--- src/rtl/alu_arbiter.sv ---
// Round-robin arbiter sharing one external combinational ALU between two requesters.
// Optional illegal-opcode check enabled by defining ALU_ARB_OPCHECK_EN.
module alu_arbiter #(
    parameter int unsigned DATA_WIDTH   = 32,
    parameter int unsigned SELECT_WIDTH = 3
) (
    input  logic                    clk,
    input  logic                    rst,
    input  logic                    req0_valid,
    output logic                    req0_ready,
    input  logic [DATA_WIDTH-1:0]   req0_a,
    input  logic [DATA_WIDTH-1:0]   req0_b,
    input  logic [SELECT_WIDTH-1:0] req0_op,
    input  logic                    req1_valid,
    output logic                    req1_ready,
    input  logic [DATA_WIDTH-1:0]   req1_a,
    input  logic [DATA_WIDTH-1:0]   req1_b,
    input  logic [SELECT_WIDTH-1:0] req1_op,
    output logic                    rsp_valid,
    input  logic                    rsp_ready,
    output logic                    rsp_id,
    output logic [DATA_WIDTH-1:0]   rsp_data,
    output logic                    rsp_carry,
    output logic                    rsp_err,
    output logic [DATA_WIDTH-1:0]   alu_in1,
    output logic [DATA_WIDTH-1:0]   alu_in2,
    output logic [SELECT_WIDTH-1:0] alu_select,
    input  logic [DATA_WIDTH-1:0]   alu_out,
    input  logic                    alu_carry_out
);

    typedef enum logic [1:0] {StIdle, StExec, StResp} state_e;

`ifdef ALU_ARB_OPCHECK_EN
    localparam logic [SELECT_WIDTH-1:0] OpIllegal = SELECT_WIDTH'(2);
    logic err_q, err_d;
`endif

    state_e                  state_q, state_d;
    logic [DATA_WIDTH-1:0]   a_q, a_d, b_q, b_d, data_q, data_d;
    logic [SELECT_WIDTH-1:0] op_q, op_d;
    logic                    id_q, id_d, last_q, last_d, carry_q, carry_d;

    logic                    accept, grant;
    logic [DATA_WIDTH-1:0]   sel_a, sel_b;
    logic [SELECT_WIDTH-1:0] sel_op;

    // On contention the requester that did not win last time is granted.
    always_comb begin
        grant  = (req0_valid & req1_valid) ? ~last_q : req1_valid;
        accept = (state_q == StIdle) & (req0_valid | req1_valid) & ~rst;
        sel_a  = grant ? req1_a : req0_a;
        sel_b  = grant ? req1_b : req0_b;
        sel_op = grant ? req1_op : req0_op;
    end

    assign req0_ready = accept & ~grant;
    assign req1_ready = accept & grant;

    always_comb begin
        state_d = state_q;
        a_d     = a_q;
        b_d     = b_q;
        op_d    = op_q;
        id_d    = id_q;
        last_d  = last_q;
        data_d  = data_q;
        carry_d = carry_q;
`ifdef ALU_ARB_OPCHECK_EN
        err_d   = err_q;
`endif
        unique case (state_q)
            StIdle: begin
                if (accept) begin
                    a_d     = sel_a;
                    b_d     = sel_b;
                    op_d    = sel_op;
                    id_d    = grant;
                    last_d  = grant;
                    state_d = StExec;
`ifdef ALU_ARB_OPCHECK_EN
                    // Illegal opcode bypasses the ALU and answers one cycle earlier.
                    if (sel_op == OpIllegal) begin
                        data_d  = '0;
                        carry_d = 1'b0;
                        err_d   = 1'b1;
                        state_d = StResp;
                    end
`endif
                end
            end
            StExec: begin
                data_d  = alu_out;
                carry_d = alu_carry_out;
`ifdef ALU_ARB_OPCHECK_EN
                err_d   = 1'b0;
`endif
                state_d = StResp;
            end
            StResp: begin
                if (rsp_ready) begin
                    state_d = StIdle;
                end
            end
            default: state_d = StIdle;
        endcase
    end

    always_ff @(posedge clk) begin
        if (rst) begin
            state_q <= StIdle;
            a_q     <= '0;
            b_q     <= '0;
            op_q    <= '0;
            id_q    <= 1'b0;
            last_q  <= 1'b1;
            data_q  <= '0;
            carry_q <= 1'b0;
`ifdef ALU_ARB_OPCHECK_EN
            err_q   <= 1'b0;
`endif
        end else begin
            state_q <= state_d;
            a_q     <= a_d;
            b_q     <= b_d;
            op_q    <= op_d;
            id_q    <= id_d;
            last_q  <= last_d;
            data_q  <= data_d;
            carry_q <= carry_d;
`ifdef ALU_ARB_OPCHECK_EN
            err_q   <= err_d;
`endif
        end
    end

    assign rsp_valid  = (state_q == StResp);
    assign rsp_id     = id_q;
    assign rsp_data   = data_q;
    assign rsp_carry  = carry_q;
`ifdef ALU_ARB_OPCHECK_EN
    assign rsp_err    = err_q;
`else
    assign rsp_err    = 1'b0;
`endif
    assign alu_in1    = a_q;
    assign alu_in2    = b_q;
    assign alu_select = op_q;

endmodule

--- config.mk ---
export PLATFORM = sky130hd
export DESIGN_NAME = alu_arbiter
export DESIGN_NICKNAME = d
export VERILOG_FILES = /design/src/rtl/alu_arbiter.sv
export SDC_FILE = /design/constraint.sdc
export NUM_CORES = 1
export LEC_CHECK = 0
export ABC_AREA = 1
export ABC_CLOCK_PERIOD_IN_PS = 3500
export BUFFER_PORTS_ARGS = -buffer_cell sky130_fd_sc_hd__buf_2
export CAP_MARGIN = 15
export CORE_MARGIN = 5
export CORE_UTILIZATION = 47
export DETAILED_ROUTE_END_ITERATION = 6
export PLACE_DENSITY = 0.86
export RECOVER_POWER = 25
export SYNTH_ARGS = -nofsm -noshare
export SYNTH_HDL_FRONTEND = slang
export SYNTH_SLANG_ARGS = --single-unit
--- constraint.sdc ---
create_clock -name clk -period 3.5 [get_ports clk]
set_clock_uncertainty 0.15 [all_clocks]
set_input_delay 0.7 -clock clk [delete_from_list [all_inputs] [get_ports clk]]
set_output_delay 0.7 -clock clk [all_outputs]
set_load 0.02 [all_outputs]
==> Word-level counts from Yosys, hierarchy flattened <==
Index checks and enable logic that the tools add are counted.
{ "totals": {"regBits": 104, "output_inout_bits": 105, "wordCells": 31} }
{ "classes": {"n_reduce_logical": 3, "muxes": 7, "eq_ne": 4, "n_bitwise": 9} }
{ "ops": {"columns": ["op", "n"], "rows": [
  ["$mux W32", 2],
  ["$pmux W2 S3", 1],
  ["$and A1 B1 Y1", 5],
  ["$mux W2", 2],
  ["$reduce_and A2 Y1", 2],
  ["$mux W3", 1],
  ["$not A1 Y1", 3],
  ["$eq A2 B1 Y1 const B", 1],
  ["$eq A2 B2 Y1 const B", 1],
  ["$logic_not A2 Y1", 1],
  ["$ne A2 B1 Y1 const B", 1],
  ["$ne A2 B2 Y1 const B", 1],
  ["$mux W1", 1],
  ["$or A1 B1 Y1", 1]
]} }

==> Logic depth before layout (Yosys ltp) <==
{ "depth": {"ltp_word": 5, "mapped_depth": 9, "mapped_depth_nobuf": 6} }

==> Worst setup path after synthesis <==
OpenSTA, ideal clock, no wires.
{ "synth_path": {"path_kind": "input port to output port", "start": "input port req1_valid", "end": "output port req0_ready", "slack_ns": 1.067, "t_arrival_ns": 1.583, "required_time_ns": 2.650, "stages": 6, "cell_sequence": "buf_2 nand2_1 buf_4 buf_4 inv_2 nor2_1"} }
{ "synth_between": {"elab_chain_cells": 4} }
{ "synth_rtl": {"columns": ["element", "line_no", "rtl"], "rows": [
  ["from (decl)", "14", "input logic req1_valid,"],
  ["$or A1 B1 Y1 or $and A1 B1 Y1 (tied branches)", "51, 50", null],
  ["$and A1 B1 Y1 or $mux W1 (tied branches)", "51, 50", null],
  ["$and A1 B1 Y1 or $not A1 Y1 (tied branches)", "51, 57", null],
  ["$and A1 B1 Y1 (*)", "57", "assign req0_ready = accept & ~grant;"],
  ["to (decl)", "10", "output logic req0_ready,"]
]} }
Mark *: on every way between the ends. The rest lies on a longest branch, timed or not.

==> Worst setup path after layout <==
{ "layout_path": {"start": "input port req1_valid", "end": "output port req1_ready"} }
{ "layout_between": {"elab_chain_cells": 4} }
{ "layout_rtl": {"columns": ["element", "line_no", "rtl"], "rows": [
  ["$or A1 B1 Y1", "51", "accept = (state_q == StIdle) & (req0_valid | req1_valid) & ~rst;"],
  ["$and A1 B1 Y1 (2 in series)", "51", null],
  ["$and A1 B1 Y1 (*)", "58", "assign req1_ready = accept & grant;"],
  ["to (decl)", "15", "output logic req1_ready,"]
]} }
Marks and branches as above.

==> impl_results.html <==
<table>
<tr><th>Metric</th><th>Value</th></tr>
<tr><th colspan="2">Logic synthesis</th></tr>
<tr><td>Ys Warns</td><td>0</td></tr>
<tr><td>Mean instance size in the synthesized netlist</td><td>6.65 µm²</td></tr>
<tr><td>Count of cell types in the netlist</td><td>16</td></tr>
<tr><td>Mapped Area</td><td>0.00456 mm²</td></tr>
<tr><td>Mapped Cells</td><td>685</td></tr>
<tr><td>Post-synth top area share</td><td>0.457</td></tr>
<tr><td>Fraction of the yosys area taken by sequential cells</td><td>0.457</td></tr>
<tr><td>Post-synthesis sequential element count</td><td>104</td></tr>
<tr><td>Cell type with the highest aggregate area in the netlist</td><td>sky130_fd_sc_hd__dfxtp_1</td></tr>
<tr><td>Area contributors post-synth</td><td>sky130_fd_sc_hd__dfxtp_1 (46%), sky130_fd_sc_hd__nand2_1 (23%), sky130_fd_sc_hd__a21oi_1 (7.7%)</td></tr>
<tr><td>Post-synth net total</td><td>857</td></tr>
<tr><th colspan="2">STA</th></tr>
<tr><td>Worst Tran Pin Value</td><td>1.46 ns</td></tr>
<tr><td>Relative slew slack</td><td>0.0272</td></tr>
<tr><td>Highest clock frequency the design can meet</td><td>388 MHz</td></tr>
<tr><td>PnR worst setup slack</td><td>0.921 ns</td></tr>
<tr><td>Post-route fraction of the period consumed by the critical path</td><td>0.737</td></tr>
<tr><td>Setup repair after global routing missed its margin</td><td>false</td></tr>
<tr><td>Post-route worst hold slack</td><td>0.316 ns</td></tr>
<tr><td>Final period demand of the worst path</td><td>2.58 ns</td></tr>
<tr><td>Final hold violations</td><td>0</td></tr>
<tr><td>Number of setup violations in the final report</td><td>0</td></tr>
<tr><td>Number of pins with negative max-slew slack in the final report</td><td>0</td></tr>
<tr><td>Post-Route Setup TNS</td><td>0 ns</td></tr>
<tr><th colspan="2">Power</th></tr>
<tr><td>Logic gate share of total power</td><td>0.247</td></tr>
<tr><td>Leakage</td><td>3.01 nW</td></tr>
<tr><td>Switching component of the power</td><td>0.917 mW</td></tr>
<tr><td>Internal power component</td><td>1.78 mW</td></tr>
<tr><td>Power density over the cells</td><td>449 mW/mm²</td></tr>
<tr><td>Switching share of total power</td><td>0.340</td></tr>
<tr><td>Pwr Total</td><td>2.70 mW</td></tr>
<tr><td>Worst vdd rail ir drop</td><td>0.224 mV</td></tr>
<tr><td>Share of total power in the clock network</td><td>0.262</td></tr>
<tr><td>Share of power burned in registers</td><td>0.490</td></tr>
<tr><th colspan="2">Cells and area</th></tr>
<tr><td>Final nets</td><td>1096</td></tr>
<tr><td>Post-route design area</td><td>0.00602 mm²</td></tr>
<tr><td>Layout Cells excl Fill</td><td>1063</td></tr>
<tr><td>Share of final-layout standard cells stronger than drive strength 1</td><td>0.276</td></tr>
<tr><td>Relative area change from synthesis to final layout</td><td>32.0%</td></tr>
<tr><td>Fin util</td><td>0.627</td></tr>
<tr><th colspan="2">Critical path</th></tr>
<tr><td>Category of the worst setup path launch point</td><td>primary input</td></tr>
<tr><td>Kind of end point of the critical path</td><td>primary output</td></tr>
<tr><td>Cell with the largest stage delay on the worst path</td><td>sky130_fd_sc_hd__buf_2</td></tr>
<tr><td>Ordered cell list for the critical path</td><td>buf_2, inv_2, nand2_2, nand2_2, nor2_4, nand2_1, inv_1, buf_2</td></tr>
<tr><td>Critical Path RT</td><td>2.65 ns</td></tr>
<tr><td>Crit path kind</td><td>in -&gt; out</td></tr>
<tr><td>Crit-path max FO</td><td>24</td></tr>
<tr><td>Crit path max-delay family</td><td>buffers and inverters</td></tr>
<tr><td>Worst endpoint data arrival time</td><td>1.73 ns</td></tr>
<tr><td>Combined buffer and inverter count along the critical path</td><td>4</td></tr>
<tr><td>Worst stage delay on the critical path</td><td>0.39 ns</td></tr>
<tr><th colspan="2">Floorplanning</th></tr>
<tr><td>Die boundary height</td><td>108 µm</td></tr>
<tr><td>Die extent in x</td><td>108 µm</td></tr>
<tr><td>Area of the core region</td><td>0.00959 mm²</td></tr>
<tr><td>Floorplan row count</td><td>36</td></tr>
<tr><td>Die outline area</td><td>0.0118 mm²</td></tr>
<tr><td>Effective utilization at floorplan</td><td>0.475</td></tr>
<tr><td>Ports placed on the boundary</td><td>277</td></tr>
<tr><th colspan="2">CTS</th></tr>
<tr><td>Post-CTS setup-driven buffer insertion count</td><td>0</td></tr>
<tr><td>Clock Tree Root</td><td>sky130_fd_sc_hd__clkbuf_8</td></tr>
<tr><td>CTS Hold Bufs</td><td>0</td></tr>
<tr><td>TritonCTS clock tree</td><td>done</td></tr>
<tr><td>Insertion delay to the later sink of the worst-skew pair</td><td>0.35 ns</td></tr>
<tr><td>Clock Sink Count</td><td>104</td></tr>
<tr><td>H-tree level count</td><td>3</td></tr>
<tr><td>Maximum clock insertion buffer count</td><td>2</td></tr>
<tr><td>Inserted Clock Buffers</td><td>9</td></tr>
<tr><td>Clk slew on worst S/H paths</td><td>0.10 ns</td></tr>
<tr><td>Post-cts repair resize count</td><td>0</td></tr>
<tr><th colspan="2">Detailed routing</th></tr>
<tr><td>Number of violations reported at the end of detailed-routing iteration 0</td><td>272</td></tr>
<tr><td>Antenna Nets Post-Route</td><td>0</td></tr>
<tr><td>Via count of the routed design</td><td>5259</td></tr>
<tr><td>Total routed wirelength</td><td>14500 µm</td></tr>
<tr><td>First-pass detailed-route iteration total</td><td>5</td></tr>
<tr><td>Remaining design rule violation count</td><td>0</td></tr>
<tr><td>WL/cell</td><td>13.7 µm</td></tr>
<tr><td>Via density</td><td>4.95</td></tr>
<tr><th colspan="2">Global routing</th></tr>
<tr><td>Largest net degree at the start of global routing</td><td>71</td></tr>
<tr><td>Via count of the first global-routing pass</td><td>4581</td></tr>
<tr><td>Number of antenna violations at the first check in global routing</td><td>1</td></tr>
<tr><td>Global-route wire length before repair</td><td>21800 µm</td></tr>
<tr><td>Global route overflow</td><td>0</td></tr>
<tr><td>GRT Util Overall</td><td>0.233</td></tr>
<tr><th colspan="2">Run status</th></tr>
<tr><td>Outcome</td><td>completed</td></tr>
<tr><th colspan="2">Job</th></tr>
<tr><td>Number of max-cap violations</td><td>0</td></tr>
<tr><th colspan="2">Placement</th></tr>
<tr><td>Pre-CTS WS</td><td>0.927 ns</td></tr>
<tr><td>Post-placement cell count</td><td>1046</td></tr>
<tr><td>Instance area after placement</td><td>0.00589 mm²</td></tr>
<tr><td>Half-perimeter wire length after placement</td><td>10300 µm</td></tr>
<tr><td>Number of input and output port buffers inserted</td><td>275</td></tr>
<tr><td>Final weighted congestion in routability-driven placement</td><td>0.848</td></tr>
<tr><th colspan="2">Min path</th></tr>
<tr><td>Hold Crit Class</td><td>reg -&gt; reg</td></tr>
</table>
## worst reg2reg max path, delay by kind of cell, from the launching register on
family                 cells  cell delay [ns]
buffers and inverters      3             1.03
DFF                        1             0.33
and+or+nand+nor            3             0.31
## sequential cells by signal, summed over array words and instances, names as in the netlist
signal and count:
alu_in1 32, alu_in2 32, alu_select 3, last_q 1
rsp_carry 1, rsp_data 32, rsp_id 1, state_q 2
## cells in the final DEF, fill, tap and decap left out, types with 6 or more instances in the layout
| cell | count |
|---|---|
| sky130_fd_sc_hd__buf_4 | 6 |
| sky130_fd_sc_hd__clkbuf_1 | 51 |
| sky130_fd_sc_hd__nand2_1 | 273 |
| sky130_fd_sc_hd__buf_2 | 224 |
| sky130_fd_sc_hd__a21oi_1 | 70 |
| sky130_fd_sc_hd__clkbuf_8 | 9 |
| sky130_fd_sc_hd__nand3_1 | 67 |
| sky130_fd_sc_hd__dfxtp_1 | 104 |
| sky130_fd_sc_hd__o21ai_0 | 33 |
| sky130_fd_sc_hd__nor2_1 | 69 |
## logic make-up after synthesis
logic type | Yosys count | share of synthesized area
AND/OR/NAND/NOR | 415 | 0.364
AO/OA/AOI/OAI | 103 | 0.113
flip-flops | 104 | 0.457
buffers and inverters | 62 | 0.0651
other | 1 | 0.000823
## worst paths after layout
kind | to | slack [ns] | from | cells after the start
setup / recovery | req1_ready | 0.92 | req1_valid | 8
hold / removal | alu_in1[18] | 0.32 | alu_in1[18] | 2
setup reg to reg | rsp_data[15] | 1.63 | state_q[1] | 6
hold reg to reg | alu_in1[18] | 0.32 | alu_in1[18] | 2
## final cells by class
cell class / count / area [µm²]
clock buffer: 9 / 124
multi-input combinational: 519 / 2180
clock inverter: 7 / 63.8
inverter: 8 / 30.0
antenna: 1 / 2.50
timing repair buffer: 282 / 1360
sequential: 104 / 2080
tap: 133 / 166
fill: 956 / 3580
## cell usage after synthesis
cell and count:
sky130_fd_sc_hd__nor2_1 69, sky130_fd_sc_hd__buf_6 2, sky130_fd_sc_hd__nand3_1 67, sky130_fd_sc_hd__dfxtp_1 104, sky130_fd_sc_hd__inv_2 3, sky130_fd_sc_hd__inv_1 5
sky130_fd_sc_hd__nand3_2 1, sky130_fd_sc_hd__buf_2 21, sky130_fd_sc_hd__nand2_1 275, sky130_fd_sc_hd__nand2_2 2, sky130_fd_sc_hd__a21oi_1 70, sky130_fd_sc_hd__o21ai_0 33
sky130_fd_sc_hd__nor2_4 1, sky130_fd_sc_hd__clkbuf_1 25, sky130_fd_sc_hd__conb_1 1, sky130_fd_sc_hd__buf_4 6
## power groups by stage
| stage | Sequential (mW) | Combinational, mW | Clock [mW] |
|---|---|---|---|
| finish | 1.32 | 0.668 | 0.709 |
| global route | 1.34 | 0.746 | 0.784 |
| CTS | 1.32 | 0.686 | 0.729 |
| detailed placement | 1.35 | 0.685 | 0 |
| global placement | 1.34 | 0.677 | 0 |
| floorplan | 1.46 | 0.324 | 0 |
## metal layers
metal / vias up / part of all wire / track usage
met2: 218 / 0.49 / 0.408
met4: 0 / 0.024 / 0.0956
met1: 2363 / 0.40 / 0.265
met5: - / 0 / 0
li1: 2654 / - / -
met3: 24 / 0.092 / 0.0669
(Power assumes the default switching activity.)
